--- src/rtl/vreg_wb_collector_pkg.sv ---
// Shared definitions for the vector write-back collector.
//   - Element-word layout: {valid, mask_bit, data}. Valid sits directly above
//     the mask bit, which sits directly above the data field.
//   - clog2 helper, used to size index fields.
//   - FSM state encoding.
package vreg_wb_collector_pkg;

    localparam int DEF_DATA_WIDTH = 32;
    localparam int VALID_BIT      = DEF_DATA_WIDTH + 1;
    localparam int MASK_BIT       = DEF_DATA_WIDTH;
    localparam int ELEM_W         = DEF_DATA_WIDTH + 2;

    // Field positions for an arbitrary data width.
    function automatic int valid_pos(input int dw);
        return dw + 1;
    endfunction

    function automatic int mask_pos(input int dw);
        return dw;
    endfunction

    function automatic int elem_width(input int dw);
        return dw + 2;
    endfunction

    // Smallest number of bits r with 2**r >= n. Both 0 and 1 give 0.
    function automatic int clog2(input int n);
        int r;
        r = 0;
        while ((1 << r) < n) begin
            r = r + 1;
        end
        return r;
    endfunction

    typedef enum logic [1:0] {
        S_IDLE    = 2'd0,
        S_COLLECT = 2'd1,
        S_FINISH  = 2'd2
    } state_t;

endpackage

--- src/rtl/vreg_wb_collector.sv ---
// vreg_wb_collector: write-back end of the vector functional-unit stream.
// Each accepted element {valid, mask_bit, data} is written to the vector
// register file at (vd, element index). Masked-off elements still consume
// an index. done pulses once VLR elements have been retired.
//
// Ports:
//   clk, rst          clock, synchronous active-high reset
//   start             one-cycle pulse; latches vd, VLR and masked
//   vd                destination vector register
//   VLR               number of elements to retire (clamped to MVL)
//   masked            1: mask_bit gates the write; 0: write every element
//   in_elem           stream word {valid, mask_bit, data}
//   we                register-file write enable (registered)
//   waddr_reg         write register index
//   waddr_elem        write element index
//   wdata             write data
//   busy              collection in progress
//   done              one-cycle completion pulse
//   overrun           sticky: a valid element arrived while not collecting
//   retired           elements consumed in the current or last operation
module vreg_wb_collector
    import vreg_wb_collector_pkg::*;
#(
    parameter int DATA_WIDTH = 32,
    parameter int MVL        = 16,
    parameter int NREGS      = 32,
    parameter int VLR_W      = clog2(MVL + 1),
    parameter int IDX_W      = clog2(MVL),
    parameter int REG_W      = clog2(NREGS)
) (
    input  logic                  clk,
    input  logic                  rst,
    input  logic                  start,
    input  logic [REG_W-1:0]      vd,
    input  logic [VLR_W-1:0]      VLR,
    input  logic                  masked,
    input  logic [DATA_WIDTH+1:0] in_elem,
    output logic                  we,
    output logic [REG_W-1:0]      waddr_reg,
    output logic [IDX_W-1:0]      waddr_elem,
    output logic [DATA_WIDTH-1:0] wdata,
    output logic                  busy,
    output logic                  done,
    output logic                  overrun,
    output logic [VLR_W-1:0]      retired
);

    localparam int VBIT = valid_pos(DATA_WIDTH);
    localparam int MBIT = mask_pos(DATA_WIDTH);
    localparam logic [VLR_W-1:0] MVL_V = VLR_W'(MVL);

    state_t                  state;
    logic [REG_W-1:0]        vd_reg;
    logic [VLR_W-1:0]        vlr_reg;
    logic                    masked_reg;
    logic [IDX_W-1:0]        cnt;

    logic                    elem_vld;
    logic                    elem_mask;
    logic [DATA_WIDTH-1:0]   elem_data;
    logic                    last_elem;

    // A VLR above MVL would index past the register; limit it to MVL.
    function automatic logic [VLR_W-1:0] clamp_vlr(input logic [VLR_W-1:0] v);
        return (v > MVL_V) ? MVL_V : v;
    endfunction

    assign elem_vld  = in_elem[VBIT];
    assign elem_mask = in_elem[MBIT];
    assign elem_data = in_elem[DATA_WIDTH-1:0];

    // COLLECT is only entered with vlr_reg >= 1, so the subtraction never
    // underflows while this signal is in use.
    assign last_elem = (VLR_W'(cnt) == (vlr_reg - VLR_W'(1)));

    always_ff @(posedge clk) begin
        if (rst) begin
            state      <= S_IDLE;
            vd_reg     <= '0;
            vlr_reg    <= '0;
            masked_reg <= 1'b0;
            cnt        <= '0;
            we         <= 1'b0;
            waddr_reg  <= '0;
            waddr_elem <= '0;
            wdata      <= '0;
            busy       <= 1'b0;
            done       <= 1'b0;
            overrun    <= 1'b0;
            retired    <= '0;
        end else begin
            we   <= 1'b0;
            done <= 1'b0;
            case (state)
                S_IDLE: begin
                    if (start) begin
                        vd_reg     <= vd;
                        vlr_reg    <= clamp_vlr(VLR);
                        masked_reg <= masked;
                        cnt        <= '0;
                        retired    <= '0;
                        overrun    <= 1'b0;
                        if (VLR == '0) begin
                            // Nothing to collect: done appears on the next cycle.
                            state <= S_FINISH;
                            done  <= 1'b1;
                            busy  <= 1'b0;
                        end else begin
                            state <= S_COLLECT;
                            busy  <= 1'b1;
                        end
                    end else if (elem_vld) begin
                        overrun <= 1'b1;
                    end
                end

                S_COLLECT: begin
                    if (elem_vld) begin
                        // A masked-off element still takes its index, so
                        // later elements keep their positions.
                        we         <= ~masked_reg | elem_mask;
                        waddr_reg  <= vd_reg;
                        waddr_elem <= cnt;
                        wdata      <= elem_data;
                        if (retired != vlr_reg) begin
                            retired <= retired + VLR_W'(1);
                        end
                        if (last_elem) begin
                            // done lines up with the write of the last element.
                            state <= S_FINISH;
                            done  <= 1'b1;
                            busy  <= 1'b0;
                        end else begin
                            cnt <= cnt + IDX_W'(1);
                        end
                    end
                end

                S_FINISH: begin
                    state <= S_IDLE;
                    if (elem_vld) begin
                        overrun <= 1'b1;
                    end
                end

                default: begin
                    state <= S_IDLE;
                end
            endcase
        end
    end

endmodule

--- config.mk ---
export PLATFORM = sky130hd
export DESIGN_NAME = vreg_wb_collector
export DESIGN_NICKNAME = d
export VERILOG_FILES = /design/src/rtl/vreg_wb_collector_pkg.sv /design/src/rtl/vreg_wb_collector.sv
export SDC_FILE = /design/constraint.sdc
export NUM_CORES = 1
export LEC_CHECK = 0
export ABC_CLOCK_PERIOD_IN_PS = 1900
export CORE_MARGIN = 2
export CORE_UTILIZATION = 56
export DETAILED_ROUTE_END_ITERATION = 8
export DONT_BUFFER_PORTS = 1
export PLACE_DENSITY_LB_ADDON = 0.15
export RECOVER_POWER = 50
export SLEW_MARGIN = 20
export SYNTH_ARGS = -nofsm -noshare
export SYNTH_HDL_FRONTEND = slang
export SYNTH_SLANG_ARGS = --single-unit
--- constraint.sdc ---
create_clock -name clk -period 1.9 [get_ports clk]
set_clock_uncertainty 0.05 [all_clocks]
set_input_delay 0.38 -clock clk [delete_from_list [all_inputs] [get_ports clk]]
set_output_delay 0.38 -clock clk [all_outputs]
set_load 0.005 [all_outputs]
==> results.md <==
* Synth area leader: dfxtp_1
* Top cells by area, synth: dfxtp_1, nand2_1, a21oi_1
* Most flop-heavy register: wdata
* Initial core utilization at 57.5%
* Synthesized cell area at between 0.002 and 0.003 mm2
* Final setup fails at 0
* Max H-tree Level at 3
* Die area at approximately 0.0054 mm2
* Peak VDD IR at between 0.8 and 0.9 mV
* Ratio of cells with drive above 1 in the final layout at roughly a tenth
* Largest net degree at the start of global routing at 63
* ANT nets after route at 0
* Number of flip-flops under the largest register name at 32
* Leakage at roughly 1.1 nW
* Post-Route M1 WL at 2520 um
* Clk root buf: clkbuf_8
* Rel. slew slack at between 60% and 70%
* # nets final at between 300 and 400
* Synthesized Nets at a little under 400
* Number of max-cap violations at 0
* Pwr dens at about 1100 mW/mm2
* Remaining DRCs at 0
* Die Span X at about 73 um
* Max Root-Sink Buffers at 2
* Setup slack at placement at 3.19 ps
* Final WL at slightly below 6000 um
* Vias in the first global route at 2122
* Global-route wire length before repair at just over 9000 um
* Fmax at about 550 MHz
* Post-route clock period utilization at approximately 95%
* Data required, critical path at approximately 2100 ps
* CTS tree: done
* Antenna diode count at 0
* Synthesized instance count at approximately 340
* Number of buffers created by CTS at 9
* DRT iter0 DRCs at roughly 170
* Setup crit end kind: flop
* TritonRoute pass-1 iters at 4
* Synthesis-to-finish area growth at 12.3%
* Rows at 25
* Clock latency at the later pin of the worst-skew pair at ~340 ps
* Worst EP arrival at 2010 ps
* Post-synthesis sequential area ratio at around 50%
* Met3 WL post-DR at about 460 um
* Core ar. at between 0.004 and 0.005 mm2
* Total congestion overflow at 0
* Final setup TNS at 0 ps
* TritonCTS Sinks at 67
* Clock-pin slew on the worst setup and hold paths at around 80 ps
* DR vias/cell at 5.70
* HP Class: in2reg
* DP HPWL at 3950 um
* Fin crit period at between 1500 and 2000 ps
* Final Hold Fails at 0
* Yosys reg bits at 67
* Initial antenna violation count at 0
* Filler Cell Count at between 400 and 500
* Top Layer Used: met4
* Final Max Slew Viols at 0
* PortBufs at 0
* Syn Area/Cell at between 8 and 9 um2
* Distinct cells, synth at 37
* Crit path kind: reg2reg
* Vias at around 2200
* GRT Util Overall at 22.3%
* DR WL/cell at 15.1 um
* Global placer's final weighted congestion at 0.873
* I/O pin count at 98
* Worst Setup Slack, final at approximately 96 ps
* Met2 wire len at roughly 2900 um
* Critical path launch point type: flop
* Highest fanout seen on the critical path at 5
* Status: complete, no violations
* Synth top area share at about half
* Slew @ Worst Pin at roughly 550 ps
* Chip Height at around 73 um
* Hold_buf cts at 0
* Yosys warnings at 0
cell families (layout without fill, tap and decap cells):
group / count (synthesis) / count (layout) / synth area share (%)
flip-flops: 67 / 67 / 49.7
buffers and inverters: 30 / 33 / 4.50
adder cells (fa/ha/maj): 3 / 3 / 1.39
AND/OR/NAND/NOR: 145 / 145 / 23.0
multiplexers: 3 / 3 / 1.11
XOR/XNOR: 9 / 9 / 2.92
AO/OA/AOI/OAI: 79 / 80 / 17.4
layer usage:
| metal | vias to the layer above | GRT usage (%) |
|---|---|---|
| li1 | 1121 | - |
| met2 | 81 | 36.3 |
| met1 | 1034 | 27.0 |
| met4 | 0 | 8.48 |
| met5 | - | 0 |
| met3 | 8 | 8.23 |
worst paths after layout:
check | end | slack, ps | cells past startpoint | startpoint
worst max-delay path | cnt[2] | 100 | 7 | vlr_reg[0]
worst min-delay path | wdata[7] | 50 | 1 | rst
worst max register to register | cnt[2] | 100 | 7 | vlr_reg[0]
worst min register to register | vd_reg[0] | 400 | 2 | vd_reg[0]
area by class of cell:
type                       count  area [um2]  share of cell area [%]
multi-input combinational    240        1260                    41.7
clock buffer                  10         138                    4.54
timing repair buffer          11        83.8                    2.77
inverter                       6        22.5                   0.743
tap                           54        67.6                    2.23
sequential                    67        1340                    44.3
clock inverter                 6         113                    3.71
placed cells by master (no fill, tap or decap), drive strengths merged, types with 3 or more instances in the layout:
cell type,synthesis,layout
clkbuf,21,14
o21ai,6,6
ha,3,3
and2,3,3
xor2,6,6
dfxtp,67,67
nor3,6,6
xnor2,3,3
nor2,9,9
nand3,3,3
nand2,107,107
a21oi,61,61
clkinv,0,3
mux2i,3,3
nand3b,5,5
buf,3,7
or3,5,5
bufinv,0,3
inv,6,6
metrics by stage:
step / std cells / instance area [um2] / power, mW / hold WS, ps / util [%]
after detailed placement: 376 / 2770 / 1.80 / 392 / 59.0
after floorplan: 336 / 2700 / 1.75 / 382 / -
after global routing: 394 / 3030 / 3.35 / 29.7 / 64.6
final: 394 / 3030 / 3.22 / 54.6 / 64.6
after CTS: 392 / 3020 / 3.24 / 39.9 / 64.3
after global placement: 376 / 2770 / 1.79 / 384 / 59.0
critical path, stage by stage (launching register included):
cell and delay (ps):
dfxtp_1 340, inv_1 50, ha_2 200, nand4b_1 100
a21oi_1 110, o311a_4 390, a2111o_1 410, o21ai_0 80
what timing repair did:
item | CTS | global route
pin swaps | 0 | 2
gates resized for setup | 1 | 5
cloned | 0 | 1
setup endpoints to repair | 1 | 9
buffers inserted | 0 | 1
Yosys cell counts:
master,n
a2111o_1,2
a211oi_1,1
a21boi_0,1
a21oi_1,61
a221o_1,1
a22oi_1,1
a31oi_1,1
and2_0,1
and2_1,2
and2b_1,1
and4_1,1
buf_2,1
buf_4,2
clkbuf_1,21
dfxtp_1,67
ha_1,3
inv_1,6
mux2i_1,3
nand2_1,107
nand2b_1,2
nand3_1,3
nand3b_1,5
nand4_1,1
nand4b_1,1
nor2_1,8
nor2_2,1
nor2b_1,1
nor3_1,6
o21ai_0,6
o221a_2,1
o221ai_2,1
o311a_1,1
o32ai_1,1
o41ai_4,1
or3_1,5
xnor2_1,3
xor2_1,6
report_power, final:
group          leakage (nW)  total [mW]  switching (mW)  internal [mW]
Combinational         0.418       0.254           0.152          0.103
Clock                 0.126        1.45           0.537          0.909
Sequential            0.546        1.52          0.0508           1.46
Total                  1.09        3.22           0.740           2.48
(Power assumes the default switching activity.)
